--- config.mk ---
export PLATFORM = sky130hd
export DESIGN_NAME = conv_output_sequencer
export DESIGN_NICKNAME = d
export VERILOG_FILES = /design/src/rtl/conv_output_sequencer_pkg.sv /design/src/rtl/conv_output_sequencer_wrap_counter.sv /design/src/rtl/conv_output_sequencer.sv
export SDC_FILE = /design/constraint.sdc
export NUM_CORES = 1
export LEC_CHECK = 0
export CAP_MARGIN = 10
export CORE_AREA = 10 10 90 92
export CTS_BUF_LIST = sky130_fd_sc_hd__clkbuf_8
export DETAILED_ROUTE_END_ITERATION = 10
export DIE_AREA = 0 0 100 102
export GPL_TIMING_DRIVEN = 0
export PLACE_DENSITY = 0.81
export SYNTH_ARGS = -nofsm -noshare
export SYNTH_HDL_FRONTEND = slang
export SYNTH_SLANG_ARGS = --single-unit
--- constraint.sdc ---
create_clock -name clk -period 2.6 [get_ports clk]
set_clock_uncertainty 0.2 [all_clocks]
set_input_delay 0.52 -clock clk [delete_from_list [all_inputs] [get_ports clk]]
set_output_delay 0.52 -clock clk [all_outputs]
set_load 0.02 [all_outputs]
--- src/rtl/conv_output_sequencer_pkg.sv ---
// Shared definitions for the convolution output sequencer: traversal order
// encodings and helpers that size coordinates and derive output dimensions.
package conv_output_sequencer_pkg;

    typedef enum logic {
        ORDER_CH_FIRST = 1'b0,
        ORDER_X_FIRST  = 1'b1
    } order_e;

    // Coordinate width for an index range of n values, never narrower than one bit.
    function automatic int coord_width(input int n);
        return (n > 1) ? $clog2(n) : 1;
    endfunction

    // Output extent along one axis: ceil(n / stride) with stride 1 or 2.
    function automatic int out_dim(input int n, input logic stride2);
        return stride2 ? (n + 1) / 2 : n;
    endfunction

endpackage

--- src/rtl/conv_output_sequencer_wrap_counter.sv ---
// Up-counter that returns to zero after reaching a run-time limit; wrap flags
// the terminal count so callers can chain counters without a combinational loop.
module wrap_counter #(
    parameter int W = 4
) (
    input  logic         clk,
    input  logic         arst_n_in,
    input  logic         enable,
    input  logic         clear,
    input  logic [W-1:0] limit,
    output logic [W-1:0] count,
    output logic         wrap
);

    assign wrap = (count == limit);

    always_ff @(posedge clk or negedge arst_n_in) begin
        if (!arst_n_in) begin
            count <= '0;
        end else if (clear) begin
            count <= '0;
        end else if (enable) begin
            count <= wrap ? '0 : count + 1'b1;
        end
    end

endmodule

--- src/rtl/conv_output_sequencer.sv ---
// Tags each accumulator result with its (x, y, ch) output coordinate and hands it
// downstream through a single skid-free output register, one result per cycle.
module conv_output_sequencer
    import conv_output_sequencer_pkg::*;
#(
    parameter int ACCUMULATION_WIDTH = 32,
    parameter int FEATURE_MAP_WIDTH  = 64,
    parameter int FEATURE_MAP_HEIGHT = 64,
    parameter int OUTPUT_NB_CHANNELS = 32
) (
    input  logic                                          clk,
    input  logic                                          arst_n_in,
    input  logic                                          start,
    input  logic                                          cfg_stride2,
    input  logic                                          cfg_order,
    output logic                                          running,
    output logic                                          done,
    input  logic                                          acc_valid,
    output logic                                          acc_ready,
    input  logic [ACCUMULATION_WIDTH-1:0]                 acc_data,
    output logic                                          output_valid,
    input  logic                                          output_ready,
    output logic [ACCUMULATION_WIDTH-1:0]                 output_data,
    output logic [coord_width(FEATURE_MAP_WIDTH)-1:0]     output_x,
    output logic [coord_width(FEATURE_MAP_HEIGHT)-1:0]    output_y,
    output logic [coord_width(OUTPUT_NB_CHANNELS)-1:0]    output_ch,
    output logic                                          output_last
);

    localparam int XW = coord_width(FEATURE_MAP_WIDTH);
    localparam int YW = coord_width(FEATURE_MAP_HEIGHT);
    localparam int CW = coord_width(OUTPUT_NB_CHANNELS);

    localparam logic [XW-1:0] X_LIM_S1 = XW'(out_dim(FEATURE_MAP_WIDTH, 1'b0) - 1);
    localparam logic [XW-1:0] X_LIM_S2 = XW'(out_dim(FEATURE_MAP_WIDTH, 1'b1) - 1);
    localparam logic [YW-1:0] Y_LIM_S1 = YW'(out_dim(FEATURE_MAP_HEIGHT, 1'b0) - 1);
    localparam logic [YW-1:0] Y_LIM_S2 = YW'(out_dim(FEATURE_MAP_HEIGHT, 1'b1) - 1);
    localparam logic [CW-1:0] CH_LIM   = CW'(OUTPUT_NB_CHANNELS - 1);

    logic                          running_reg;
    logic                          done_reg;
    logic                          stride2_reg;
    order_e                        order_reg;
    logic                          output_valid_reg;
    logic                          output_last_reg;
    logic [ACCUMULATION_WIDTH-1:0] output_data_reg;
    logic [XW-1:0]                 output_x_reg;
    logic [YW-1:0]                 output_y_reg;
    logic [CW-1:0]                 output_ch_reg;

    logic          start_accept;
    logic          acc_fire;
    logic          layer_end;
    logic          x_en, y_en, ch_en;
    logic          x_wrap, y_wrap, ch_wrap;
    logic [XW-1:0] x_count, x_limit;
    logic [YW-1:0] y_count, y_limit;
    logic [CW-1:0] ch_count;

    assign start_accept = start && !running_reg;
    assign acc_ready    = running_reg && (!output_valid_reg || output_ready);
    assign acc_fire     = acc_valid && acc_ready;
    assign x_limit      = stride2_reg ? X_LIM_S2 : X_LIM_S1;
    assign y_limit      = stride2_reg ? Y_LIM_S2 : Y_LIM_S1;

    // Every counter sits at its limit only on the final beat, whatever the order,
    // and the chained wraps return all three to zero on that same beat.
    assign layer_end = acc_fire && x_wrap && y_wrap && ch_wrap;

    always_comb begin
        x_en  = 1'b0;
        y_en  = 1'b0;
        ch_en = 1'b0;
        if (order_reg == ORDER_X_FIRST) begin
            x_en  = acc_fire;
            y_en  = acc_fire && x_wrap;
            ch_en = acc_fire && x_wrap && y_wrap;
        end else begin
            ch_en = acc_fire;
            x_en  = acc_fire && ch_wrap;
            y_en  = acc_fire && ch_wrap && x_wrap;
        end
    end

    wrap_counter #(.W(XW)) u_x_counter (
        .clk       (clk),
        .arst_n_in (arst_n_in),
        .enable    (x_en),
        .clear     (start_accept),
        .limit     (x_limit),
        .count     (x_count),
        .wrap      (x_wrap)
    );

    wrap_counter #(.W(YW)) u_y_counter (
        .clk       (clk),
        .arst_n_in (arst_n_in),
        .enable    (y_en),
        .clear     (start_accept),
        .limit     (y_limit),
        .count     (y_count),
        .wrap      (y_wrap)
    );

    wrap_counter #(.W(CW)) u_ch_counter (
        .clk       (clk),
        .arst_n_in (arst_n_in),
        .enable    (ch_en),
        .clear     (start_accept),
        .limit     (CH_LIM),
        .count     (ch_count),
        .wrap      (ch_wrap)
    );

    always_ff @(posedge clk or negedge arst_n_in) begin
        if (!arst_n_in) begin
            running_reg      <= 1'b0;
            done_reg         <= 1'b0;
            stride2_reg      <= 1'b0;
            order_reg        <= ORDER_CH_FIRST;
            output_valid_reg <= 1'b0;
            output_last_reg  <= 1'b0;
            output_data_reg  <= '0;
            output_x_reg     <= '0;
            output_y_reg     <= '0;
            output_ch_reg    <= '0;
        end else begin
            done_reg <= output_valid_reg && output_ready && output_last_reg;

            if (start_accept) begin
                running_reg <= 1'b1;
                stride2_reg <= cfg_stride2;
                order_reg   <= order_e'(cfg_order);
            end else if (layer_end) begin
                running_reg <= 1'b0;
            end

            // A load while the consumer drains the old word keeps the stream gap-free.
            if (acc_fire) begin
                output_valid_reg <= 1'b1;
                output_last_reg  <= layer_end;
                output_data_reg  <= acc_data;
                output_x_reg     <= x_count;
                output_y_reg     <= y_count;
                output_ch_reg    <= ch_count;
            end else if (output_ready) begin
                output_valid_reg <= 1'b0;
                output_last_reg  <= 1'b0;
            end
        end
    end

    assign running      = running_reg;
    assign done         = done_reg;
    assign output_valid = output_valid_reg;
    assign output_last  = output_last_reg;
    assign output_data  = output_data_reg;
    assign output_x     = output_x_reg;
    assign output_y     = output_y_reg;
    assign output_ch    = output_ch_reg;

endmodule

==> metrics, run 1 <==
status=complete, no violations; H-tree Lvls=3; global-route wire length before repair=12100 um; leak pwr=1.97 nW; Core Area=0.00628 mm2; met1 Use GR=18.4%; CP Capture Type=primary output; Clock transition at path regs=70 ps; later-pin clock latency in the skew report=340 ps; nets=449; # DRC=0; vias in the first global route=2456; Min Hold Slack=95.7 ps; Finished Layout Cells=488; FMAX=407 MHz; syn_nets=347; GR Util All Layers=14.8%; Post-Place Cells=473; R2R cell count=7; max reg flops=32; grt met3 use=6.55%; fraction of layout cells with a size suffix above 1=9.49%; clock period minus worst slack=2460 ps; arrival time at the worst endpoint=1740 ps; number of routed nets with antenna violations=0; initial antenna violation count=0; CTS Root Cell=clkbuf_8; RSZ-0062 raised after global routing=false; Yosys top cell by area=dfrtp_1; startpoint types=input port; Critical Setup Path Class=in2out; Seq/Total Area, Yosys=60.2%; post-cts sizing count=3; Pwr per Cell Area=765 mW/mm2; drt total wl=7570 um; final slew viol count=0; distinct cell type count after synthesis=35; MaxCap Viol Count=0; Starting Density=47.7%; CTS sink count=72; r2r setup slk=190 ps; Cell Rows=29; M2 GR Usage=22.4%; final hold viol count=0; post-DR vias/cell=5.06; drt wl/cell=15.5 um; mapped cell area=0.00299 mm2; drt first-iter violations=105; Pre-Repair DR Iteration Count=4; top-area cell type share of the netlist area=60.2%; Avg Cell Area, Syn=9.84 um2; Worst Tran Pin Value=878 ps; maximum number of pins on one net before global-route repair=73; GPL Wtd Cong=0.807; Clock Tree Buf Depth=2; Synth Instances=304; Hold WC Path Type=in2async; final setup fails=0; full die area=0.0102 mm2; period utilisation layout=94.5%; maximum VDD drop=0.396 mV; crit path max fanout=5; most common cell in the netlist=nand2_1; commonest cells in the synthesized netlist=nand2_1, dfrtp_1, mux2_2; Worst R2R End=u_y_counter.count[5]$_DFFE_PN0P_; Layout area overhead=40.3%; Max transition margin=41.4%; ys flop type=dfrtp_1; busiest layer in global routing=met2; FF-to-FF Start=u_ch_counter.count[1]$_DFFE_PN0P_; Post-synth EDFFs=0; DP HPWL=5550 um; post-synthesis register bit count=72; num ports=93; Worst EP required=1880 ps; post-synthesis async set-or-reset flop share=100%; Yosys warning total=0; number of diodes=0; Num CTS Buffers=9; CTS tree=yes; Post-CTS Setup Inserts=0; die width=100 um; # port buffers=92; top cells by area, synth=dfrtp_1, nand2_1, mux2_2, xnor2_1, ha_1; GRT Residual Overflow=0; via count=2468; hold_buf cts=0; die extent in y=102 um
placed cells by master, fill, tap and decap left out, drive strengths merged, types with 2 or more instances in the layout:
cell           netlist  layout
nand2              126     126
ha                   4       4
and2                 2       2
o31ai                3       3
or4                  2       2
nor2b                2       2
xnor2                6       6
and3                 4       4
clkbuf               7      19
a21oi                5       5
nand4                2       2
inv                  3       5
clkdlybuf4s50        0      90
o41ai                2       2
mux2                12      12
buf                  5       5
nor2                10      10
o21ai               10      10
nand2b               4       4
nor3                 3       3
dfrtp               72      72
nand3                9       9
or2                  2       2
critical path, stage by stage:
cell             delay, ps
clkdlybuf4s50_1        490
nand2b_1               200
and2_1                 170
dlygate4sd2_1          360
where the power goes:
group | internal (mW) | switching (mW)
sequential | 1.33 | 0.159
clock | 0.416 | 0.386
combinational | 0.447 | 0.470
how the worst max path moves through the flow:
stage / endpoint / from / slack [ps] / cells past startpoint
after floorplan: u_y_counter.count[5]$_DFFE_PN0P_ / u_ch_counter.count[0]$_DFFE_PN0P_ / 240 / 8
after global placement: output_y[0]$_DFFE_PN0P_ / arst_n_in / -1570 / 1
after detailed placement: output_ch[4]$_DFFE_PN0P_ / output_ready / -400 / 8
after CTS: u_y_counter.count[5]$_DFFE_PN0P_ / u_ch_counter.count[0]$_DFFE_PN0P_ / 30 / 7
after global routing: output_data[3]$_DFFE_PN0P_ / output_ready / 30 / 8
final: acc_ready / output_ready / 140 / 4
metal layers:
metal  routed length (um)  share of wire [%]
met3                  745                9.8
met2                 3460                 46
met5                    0                  0
met1                 3320                 44
met4                   45               0.59
through the flow:
| step | setup WS [ps] | TNS [ps] | utilization [%] | area (um2) | total power [mW] |
|---|---|---|---|---|---|
| 2_1_floorplan | 236 | 0 | - | 2990 | 1.95 |
| 3_3_place_gp | -1570 | -122450 | 63.9 | 4010 | 2.40 |
| 3_5_place_dp | -397 | -11930 | 63.8 | 4010 | 2.44 |
| 4_1_cts | 27.3 | 0 | 66.8 | 4190 | 3.25 |
| 5_1_grt | 27.4 | 0 | 66.9 | 4200 | 3.39 |
| 6_report | 142 | 0 | 66.9 | 4200 | 3.21 |
cell families after synthesis:
| logic type | synth area share [%] |
|---|---|
| compound gates | 5.48 |
| xor+xnor | 2.05 |
| fa+ha+maj | 1.67 |
| buf+inv | 1.92 |
| flops | 60.2 |
| mux | 4.85 |
| simple gates | 23.8 |
cell type report:
cell class                 count  area [um2]
clock inverter                 4        20.0
tap                           77        96.3
fill                         502        2080
timing repair buffer          92         917
clock buffer                  12         165
buffer                        11        45.0
sequential                    72        1800
inverter                       3        11.3
multi-input combinational    217        1140
Power figures use the tool's default switching activity.
==> run 2: changes to the inputs <==
--- a/config.mk
+++ b/config.mk
@@ -6,12 +6,12 @@
 export NUM_CORES = 1
 export LEC_CHECK = 0
 export CAP_MARGIN = 10
-export CORE_AREA = 10 10 90 92
+export CORE_AREA = 10 10 93 95
 export CTS_BUF_LIST = sky130_fd_sc_hd__clkbuf_8
 export DETAILED_ROUTE_END_ITERATION = 10
-export DIE_AREA = 0 0 100 102
+export DIE_AREA = 0 0 103 105
 export GPL_TIMING_DRIVEN = 0
-export PLACE_DENSITY = 0.81
+export PLACE_DENSITY = 0.76
 export SYNTH_ARGS = -nofsm -noshare
 export SYNTH_HDL_FRONTEND = slang
 export SYNTH_SLANG_ARGS = --single-unit
==> metrics, run 2 (synthesized netlist as in run 1, its figures left out) <==
status=complete, no violations; DP HPWL=5630 um (+1.3%); most frequent cells in the layout=nand2_1, clkdlybuf4s50_1, dfrtp_1; Hold WC Path Type=in2async; Clock Tree Buf Depth=2 (unchanged); Worst EP required=2620 ps (+740 ps); arrival time at the worst endpoint=2460 ps (+720 ps); # port buffers=92 (unchanged); drt total wl=7630 um (+0.70%); GPL Wtd Cong=0.847 (+4.9%); GRT Residual Overflow=0 (unchanged); drt first-iter violations=144 (+37%); Pre-Repair DR Iteration Count=6 (+2); initial antenna violation count=0 (unchanged); number of routed nets with antenna violations=0 (unchanged); Clock power frac=28.2% (+3.2 points); CTS tree=yes; Cell Rows=30 (+3.4%); CP Capture Type=flop; via count=2498 (+1.2%); Net Sw Power=1.02 mW (+0.12%); Post-Place Cells=476 (+0.63%); Sw Share=30.3% (-1.3 points); Finished Layout Cells=491 (+0.61%); CTS sink count=72 (unchanged); period utilisation layout=93.7% (-0.84 points); area of the multi-input gates=0.00114 mm2 (+0.22%); final setup fails=0 (unchanged); die width=103 um (+3.0%); Starting Density=44.3% (-3.4 points); Worst Tran Pin Value=880 ps (+1.32 ps); number of diodes=0 (unchanged); met1 Use GR=18.3% (-0.16 points); Max transition margin=41.4% (-0.088 points); clock period minus worst slack=2440 ps (-21.9 ps); maximum VDD drop=0.641 mV (+62%); slowest stage cell on the critical path=dfrtp_1; critical path, cell by cell=ha_1 -> and3_1 -> ha_2 -> o2111a_2 -> a21oi_2 -> or2_2 -> o41ai_1; leak pwr=2.00 nW (+1.3%); fin util=62.7% (-4.2 points); full die area=0.0108 mm2 (+6.0%); M2 GR Usage=20.9% (-1.5 points); Pwr per Cell Area=791 mW/mm2 (+3.4%); hold_buf cts=0 (unchanged); drt wl/cell=15.5 um (about the same); crit path max fanout=9 (+4); GR Util All Layers=14.2% (-0.53 points); post-DR vias/cell=5.09 (+0.60%); Comb power frac=27.3% (-1.3 points); final slew viol count=0 (unchanged); commonest non-fill, non-tap cell in the layout=nand2_1; Layout area overhead=41.5%; CP delay by family, top=compound AO/OA/AOI/OAI gates; Core Area=0.00676 mm2 (+7.6%); worst path bufs/invs=0 (-2); Clock transition at path regs=70 ps (about the same); global-route wire length before repair=12400 um (+2.2%); RSZ-0062 raised after global routing=false; post-cts sizing count=3 (unchanged); H-tree Lvls=3 (unchanged); num ports=93 (unchanged); Num CTS Buffers=9 (unchanged); max reg flops=32 (unchanged); fraction of layout cells with a size suffix above 1=9.73% (+0.24 points); nets=449 (unchanged); fillcell total=563 (+12%); startpoint types=flop; # DRC=0 (unchanged); vias in the first global route=2464 (+0.33%); FMAX=411 MHz (+0.90%); CTS Root Cell=clkbuf_8; maximum number of pins on one net before global-route repair=73 (unchanged); slowest stage delay, CP=440 ps (-50 ps); busiest layer in global routing=met2; later-pin clock latency in the skew report=340 ps (about the same); P_int=2.33 mW (+6.3%); Post-CTS Setup Inserts=0 (unchanged); final hold viol count=0 (unchanged); die extent in y=105 um (+2.9%); part of the power in registers=44.5% (-1.9 points); MaxCap Viol Count=0 (unchanged); Sequential cell area=0.00180 mm2 (about the same); Critical Setup Path Class=reg2reg; grt met3 use=5.20% (-1.3 points)
==> run 2: area by class of cell <==
class | instances | share of cell area (%)
well taps | 80 | 2.36
plain buffers | 11 | 1.12
clock inverters | 6 | 1.80
clock buffers | 10 | 3.25
repair buffers | 92 | 21.7
multi-input cells | 217 | 27.0
flip-flops and latches | 72 | 42.6
inverters | 3 | 0.266
==> run 2: worst paths after layout <==
kind	end	slack (ps)	start	cells after the start
min in group clk	output_data[2]$_DFFE_PN0P_	270	output_data[2]$_DFFE_PN0P_	2
max	u_y_counter.count[5]$_DFFE_PN0P_	160	u_ch_counter.count[0]$_DFFE_PN0P_	7
min reg2reg	output_data[2]$_DFFE_PN0P_	270	output_data[2]$_DFFE_PN0P_	2
min	output_data[7]$_DFFE_PN0P_	90	arst_n_in	1
max reg2reg	u_y_counter.count[5]$_DFFE_PN0P_	160	u_ch_counter.count[0]$_DFFE_PN0P_	7
max in group asynchronous	output_data[2]$_DFFE_PN0P_	1540	arst_n_in	1
==> run 2: per-layer routing <==
layer	vias up	wire length (um)
met5	-	0
met1	1202	3360
li1	1195	-
met2	90	3370
met3	11	800
met4	0	91
==> run 2: stage by stage <==
stage	hold WS (ps)	setup WS [ps]	area [um2]	power, mW	setup TNS (ps)
floorplan	24.4	236	2990	1.95	0
global placement	257	-1600	4010	2.41	-124760
detailed placement	262	-402	4010	2.43	-11530
CTS	129	44.0	4220	3.38	0
global route	162	24.4	4230	3.53	0
finish	92.1	164	4230	3.35	0
==> run 2: power by group through the flow <==
stage	clock network, mW	registers [mW]	logic, mW
2_1_floorplan	0	1.66	0.294
3_3_place_gp	0	1.50	0.906
3_5_place_dp	0	1.51	0.922
4_1_cts	0.962	1.49	0.931
5_1_grt	1.02	1.52	0.998
6_report	0.945	1.49	0.914
==> run 3: changes to the inputs <==
--- a/config.mk
+++ b/config.mk
@@ -12,6 +12,7 @@
 export DIE_AREA = 0 0 103 105
 export GPL_TIMING_DRIVEN = 0
 export PLACE_DENSITY = 0.76
+export SKIP_CTS_REPAIR_TIMING = 1
 export SYNTH_ARGS = -nofsm -noshare
 export SYNTH_HDL_FRONTEND = slang
 export SYNTH_SLANG_ARGS = --single-unit
==> metrics, run 3 (synthesized netlist as in run 1, its figures left out) <==
slowest stage delay, CP=430 ps (about the same); post-DR vias/cell=5.09 (unchanged); vias in the first global route=2471 (+0.28%); P_int=2.33 mW (about the same); Core Area=0.00676 mm2 (unchanged); # DRC=0 (unchanged); die width=103 um (unchanged); DP HPWL=5630 um (unchanged); die extent in y=105 um (unchanged); Comb power frac=27.3% (about the same); MaxCap Viol Count=0 (unchanged); Setup TNS Final=0 ps (unchanged); initial antenna violation count=0 (unchanged); slowest stage cell on the critical path=dfrtp_1; status=complete, no violations; clock period minus worst slack=2430 ps (-7.42 ps); Layout area overhead=41.6% (about the same); CP Capture Type=flop; Min Hold Slack=89.2 ps (-2.88 ps); leak pwr=2.01 nW (+0.37%); number of routed nets with antenna violations=0 (unchanged); part of the power in registers=44.5% (about the same); final slew viol count=0 (unchanged); final hold viol count=0 (unchanged); Pre-Repair DR Iteration Count=6 (unchanged); Design Power=3.35 mW (about the same); CTS sink count=72 (unchanged); CTS tree=yes; nets=449 (unchanged); most frequent cells in the layout=nand2_1, clkdlybuf4s50_1, dfrtp_1; max reg flops=32 (unchanged); Hold WC Path Type=in2async; Worst Tran Pin Value=880 ps (+0.157 ps); CTS Root Cell=clkbuf_8; number of diodes=0 (unchanged); H-tree Lvls=3 (unchanged); global-route wire length before repair=12300 um (-0.11%); Starting Density=44.3% (unchanged); fraction of layout cells with a size suffix above 1=9.73% (unchanged); Clock Tree Buf Depth=2 (unchanged); Clock power frac=28.2% (about the same); fin util=62.7% (about the same); Critical Setup Path Class=reg2reg; period utilisation layout=93.4% (-0.29 points); Clock transition at path regs=70 ps (about the same); # port buffers=92 (unchanged); maximum number of pins on one net before global-route repair=73 (unchanged); GRT Residual Overflow=0 (unchanged); via count=2498 (unchanged); arrival time at the worst endpoint=2450 ps (about the same); drt total wl=7650 um (+0.26%); commonest non-fill, non-tap cell in the layout=nand2_1; Worst EP required=2630 ps (about the same); Net Sw Power=1.02 mW (+0.11%); full die area=0.0108 mm2 (unchanged); crit path max fanout=9 (unchanged); Pwr per Cell Area=791 mW/mm2 (about the same); Cell Rows=30 (unchanged); FMAX=412 MHz (+0.31%); later-pin clock latency in the skew report=340 ps (about the same); Max transition margin=41.4% (about the same); num ports=93 (unchanged); Sw Share=30.4% (about the same); CP delay by family, top=compound AO/OA/AOI/OAI gates; final setup fails=0 (unchanged); drt wl/cell=15.6 um (+0.26%); worst path bufs/invs=0 (unchanged); RSZ-0062 raised after global routing=false; maximum VDD drop=0.642 mV (+0.19%); GR Util All Layers=14.2% (unchanged); Num CTS Buffers=9 (unchanged); GPL Wtd Cong=0.847 (unchanged); Post-Place Cell Area=0.00401 mm2 (unchanged); drt first-iter violations=135 (-6.3%); Design Area, Final=0.00424 mm2 (about the same); critical path, cell by cell=ha_1 -> and3_1 -> ha_2 -> o2111a_2 -> a21oi_2 -> or2_2 -> o41ai_1; startpoint types=flop
-- run 3: per-layer routing --
layer	global-route usage (%)	wire, um
met1	18.2	3380
met2	20.9	3360
met3	5.20	792
met4	6.06	108
met5	0	0
-- run 3: worst reg2reg max path, stage by stage, from the launching register on --
cell and delay [ps]:
dfrtp_1 430, ha_1 210, and3_1 170, ha_2 260
o2111a_2 320, a21oi_2 130, or2_2 340, o41ai_1 250
-- run 3: worst paths after layout --
check | start | end | slack [ps] | cells after the start
setup / recovery | u_ch_counter.count[0]$_DFFE_PN0P_ | u_y_counter.count[5]$_DFFE_PN0P_ | 170 | 7
hold / removal | arst_n_in | output_data[7]$_DFFE_PN0P_ | 90 | 1
setup reg to reg | u_ch_counter.count[0]$_DFFE_PN0P_ | u_y_counter.count[5]$_DFFE_PN0P_ | 170 | 7
hold reg to reg | output_data[2]$_DFFE_PN0P_ | output_data[2]$_DFFE_PN0P_ | 270 | 2
max in group asynchronous | arst_n_in | u_x_counter.count[5]$_DFFE_PN0P_ | 1540 | 1
min in group clk | output_data[2]$_DFFE_PN0P_ | output_data[2]$_DFFE_PN0P_ | 270 | 2
-- run 3: cell type report --
cell class | instances | area [um2]
Timing Repair Buffer | 92 | 921
Clock inverter | 6 | 76.3
Fill cell | 563 | 2520
Clock buffer | 10 | 138
Inverter | 3 | 11.3
Buffer | 11 | 48.8
Tap cell | 80 | 100
Multi-Input combinational cell | 217 | 1140
Sequential cell | 72 | 1800
-- run 3: power by group through the flow --
stage	clock network [mW]	registers, mW	logic (mW)
2_1_floorplan	0	1.66	0.294
3_3_place_gp	0	1.50	0.906
3_5_place_dp	0	1.51	0.922
4_1_cts	0.962	1.49	0.931
5_1_grt	1.02	1.52	0.998
6_report	0.946	1.49	0.915
-- run 3: stage by stage --
stage	cells	worst slack [ps]
global route	491	20.7
global placement	476	-1600
floorplan	304	236
CTS	492	-156
detailed placement	476	-402
finish	491	172
==> variant 1, RTL diff (config.mk and constraints of run 2) <==
Change the parameter `OUTPUT_NB_CHANNELS` from 32 to 48.
--- a/src/rtl/conv_output_sequencer.sv
+++ b/src/rtl/conv_output_sequencer.sv
@@ -7,5 +7,5 @@
     parameter int FEATURE_MAP_WIDTH  = 64,
     parameter int FEATURE_MAP_HEIGHT = 64,
-    parameter int OUTPUT_NB_CHANNELS = 32
+    parameter int OUTPUT_NB_CHANNELS = 48
 ) (
     input  logic                                          clk,
Interface: changed (resized output_ch); port bits go from 93 to 94. The function was not compared with the original's and may differ.
==> variant 1 against run 2 <==
Clock power decreased by 4.4%; critical path type is now in2out; final area up 6.9%; total power about the same; critical path depth decreased by 3; area after synthesis increased by 9.1%; setup slack got worse by 95 ps; largest cell class unchanged; sequential cell count increased by 2; sequential share of layout area down 1.6 points; first-iteration DRC count down 1.4%; via count rose by 15%; routed wire length is 17% higher.
==> variant 1: results (changes against run 2) <==
| Metric | Value |
|---|---|
| Seq/Total Area, Yosys | 56.7% (-3.5 points) |
| Final Worst Setup Slack | 69.8 ps (-94.5 ps) |
| Fin cells | 548 (+12%) |
| Final Wtd Congestion | 0.864 (+2.1%) |
| Top cells by area, synth | dfrtp_1 (57%), nand2_1 (19%), buf_2 (1.7%), a21oi_1 (1.5%), nand3_1 (1.5%) |
| Met2 routed WL | 4.30 mm (+27%) |
| Peak VDD IR | 0.475 mV (-26%) |
| Cell variety after synth | 44 (+26%) |
| DP Wirelength | 6.64 mm (+18%) |
| Mapped Avg Cell Area | 9.14 sq um (-7.1%) |
| Adder-cell share of the synthesized area | 1.15% (-0.52 points) |
| Worst-path fanout max | 6 (-3) |
| GRT Total Usage | 16.7% (+2.5 points) |
| Slowest-stage cell, CP | clkdlybuf4s50_1 |
| Post-synthesis compound-gate area fraction | 8.32% (+2.8 points) |
| FILL cells | 551 (-2.1%) |
| 1st-iter DRT viols | 142 (-1.4%) |
| Setup Slack @ Placement | -156 ps (+246 ps) |
| Fin util | 67.0% (+4.3 points) |
| FF/Latch Area | 1850 sq um (+2.8%) |
| # hold bufs at CTS | 1 (+1) |
| Clock buffers and inverters, area share | 4.53% (-0.52 points) |
| First-pass iteration count of the detailed router | 4 (-2) |
| Hold Worst Slack | 276 ps (+184 ps) |
| Multiplexer share of the synthesized area | 1.23% (-3.6 points) |
| Multi-input gate area | 1290 sq um (+13%) |
| Worst reg-to-reg setup slack | 390 ps (+230 ps) |
| Met2 usage | 26.5% (+5.6 points) |
| Cts repair resizes | 1 (-2) |
| Net count, final | 505 (+12%) |
| Met3 wire len | 654 microns (-18%) |
| Worst hold path class | reg2reg |
| Post-placement cell count | 531 (+12%) |
| Status | finished, final reports clean |
| Signal buffers | 114 (+11%) |
| Vias in the first global route | 2866 (+16%) |
| Worst stage delay on the critical path | ~430 ps |
| Endpoint arrival time on the critical path | 1810 ps (-650 ps) |
| Met1 GRT Util | 21.6% (+3.4 points) |
| Maximum number of pins on one net before global-route repair | 39 (-47%) |
| Worst slew pin tran | 491 ps (-389 ps) |
| First-pass GRT wire length | 14.6 mm (+18%) |
| Fraction of layout cells with a size suffix above 1 | 8.12% (-1.6 points) |
| Buffering overhead | 23.5% (+0.74 points) |
variant 1: cell count changes in the layout (fill, tap and decap cells not counted), moves of 3 or more:
cell	before	now
mux2i_1	1	4
and3_1	4	7
buf_2	2	11
mux2_2	12	0
a21oi_1	4	10
o31ai_1	3	6
clkbuf_2	3	0
nor2_1	10	2
nand2_1	125	161
nand4_1	1	7
and4_1	0	3
a32o_1	0	3
xnor2_1	6	0
variant 1: path summary, 6_finish.rpt:
path,startpoint,end,depth (start not counted)
max reg2reg,u_ch_counter.count[0],u_y_counter.count[3],7
min reg2reg,output_data[11],output_data[11],2
max,output_ready,acc_ready,4
min,output_data[11],output_data[11],2
min in group asynchronous,arst_n_in,output_x[2],2
max in group asynchronous,arst_n_in,output_ch[5],3
variant 1: power breakdown:
group	total [W]	switching, W	internal [W]
combinational	0.000924	0.000491	0.000433
sequential	0.00152	0.000167	0.00135
clock	0.000903	0.000412	0.000491
variant 1: critical path, delay by kind of cell:
kind                   cells  cell delay [ps]
buffers and inverters      2              760
and+or+nand+nor            2              530
==> variant 2, RTL diff (config.mk and constraints of run 2) <==
Without the edit above. Reset style: synchronous (`arst_n_in`), changed in 2 clocked blocks.
--- a/src/rtl/conv_output_sequencer_wrap_counter.sv
+++ b/src/rtl/conv_output_sequencer_wrap_counter.sv
@@ -15,5 +15,5 @@
     assign wrap = (count == limit);
 
-    always_ff @(posedge clk or negedge arst_n_in) begin
+    always_ff @(posedge clk) begin
         if (!arst_n_in) begin
             count <= '0;
--- a/src/rtl/conv_output_sequencer.sv
+++ b/src/rtl/conv_output_sequencer.sv
@@ -113,5 +113,5 @@
     );
 
-    always_ff @(posedge clk or negedge arst_n_in) begin
+    always_ff @(posedge clk) begin
         if (!arst_n_in) begin
             running_reg      <= 1'b0;
Check against the original RTL: differs if arst_n_in is asserted again (counterexample within 4 cycles, from zero or initial values and one cycle with arst_n_in low); with arst_n_in held inactive, the same outputs for 10 cycles.
==> variant 2 against run 2 <==
Sequential cell count did not move; area after synthesis fell by 0.50%; highest routed layer unchanged; fmax is 1.9% lower; routed wire length up 6.4%; final area up 0.95%; setup slack got worse by 46 ps; first-iteration DRC count shrank 35%; largest cell class unchanged.
Power is not compared: it rests on default switching activity, and its combinational part moved more than twofold at a synthesized area within 25%.
==> variant 2: results (changes against run 2) <==
| Metric | Value |
|---|---|
| Seq/Total Area, Yosys | 48.4% (-12 points) |
| Net count, final | 494 (+10%) |
| Post-placement cell area | 4000 sq um (-0.31%) |
| Critical Path Source | output_ready |
| Cts repair resizes | 1 (-2) |
| Max Clk Rate | 0.403 GHz (-1.9%) |
| Kind of critical path | in2out |
| First-pass iteration count of the detailed router | 4 (-2) |
| Hold Worst Slack | 262 ps (+170 ps) |
| Slowest-stage cell, CP | clkdlybuf4s50_1 |
| Top post-synthesis cells by count | nand2_1 (106), dfxtp_1 (72), a21boi_0 (51), clkbuf_1 (19), a21oi_1 (14) |
| Worst hold path class | reg2reg |
| Final wirelength | 8.12 mm (+6.4%) |
| Fin cells | 536 (+9.2%) |
| Mapped Cells | 348 (+14%) |
| Setup Slack @ Placement | -157 ps (+245 ps) |
| Worst stage delay on the critical path | 480 ps (+40 ps) |
| DP Wirelength | 6.02 mm (+7.0%) |
| Vias in the first global route | 2827 (+15%) |
| Slew headroom | 48.2% (+6.9 points) |
| Syn_nets | 391 (+13%) |
| Fraction of layout cells with a size suffix above 1 | 5.70% (-4.0 points) |
| Status | finished, final reports clean |
| Top cells by area, synth | dfxtp_1 (48%), nand2_1 (13%), a21boi_0 (13%), clkbuf_1 (2.4%), a21oi_1 (2.4%) |
| Endpoint arrival time on the critical path | 1760 ps (-700 ps) |
| Synth Area in XOR/XNOR | 1.18% (-0.87 points) |
| Multiplexer share of the synthesized area | 1.72% (-3.1 points) |
| Worst setup path end | acc_ready |
| Critical R2R Capture | u_y_counter.count[5] |
| CP delay by family, top | buffers and inverters |
| Post-placement cell count | 520 (+9.2%) |
## variant 2: metal layers
layer  routed length (microns)  part of all wire (%)  up-vias  GRT usage [%]
li1                          -                     -     1404              -
met1                      3260                    40     1243           16.0
met2                      3990                    49       77           26.5
met3                       757                   9.3       15           7.11
met4                       110                   1.4        0           4.97
met5                         0                     0        -              0
## variant 2: cell families (layout without fill, tap and decap cells)
group / after synthesis / in the layout
AND/OR/NAND/NOR: 154 / 154
AO/OA/AOI/OAI: 84 / 84
adder cells (fa/ha/maj): 4 / 4
buffers and inverters: 25 / 133
multiplexers: 5 / 5
flip-flops: 72 / 72
XOR/XNOR: 4 / 4
## variant 2: final cells by class
| class | instances | area [sq um] |
|---|---|---|
| clock buffer | 9 | 124 |
| buffer | 22 | 104 |
| tap | 80 | 100 |
| clock inverter | 7 | 136 |
| inverter | 3 | 11.3 |
| timing repair buffer | 92 | 920 |
| multi-input combinational | 251 | 1440 |
| fill | 628 | 2480 |
| sequential | 72 | 1440 |
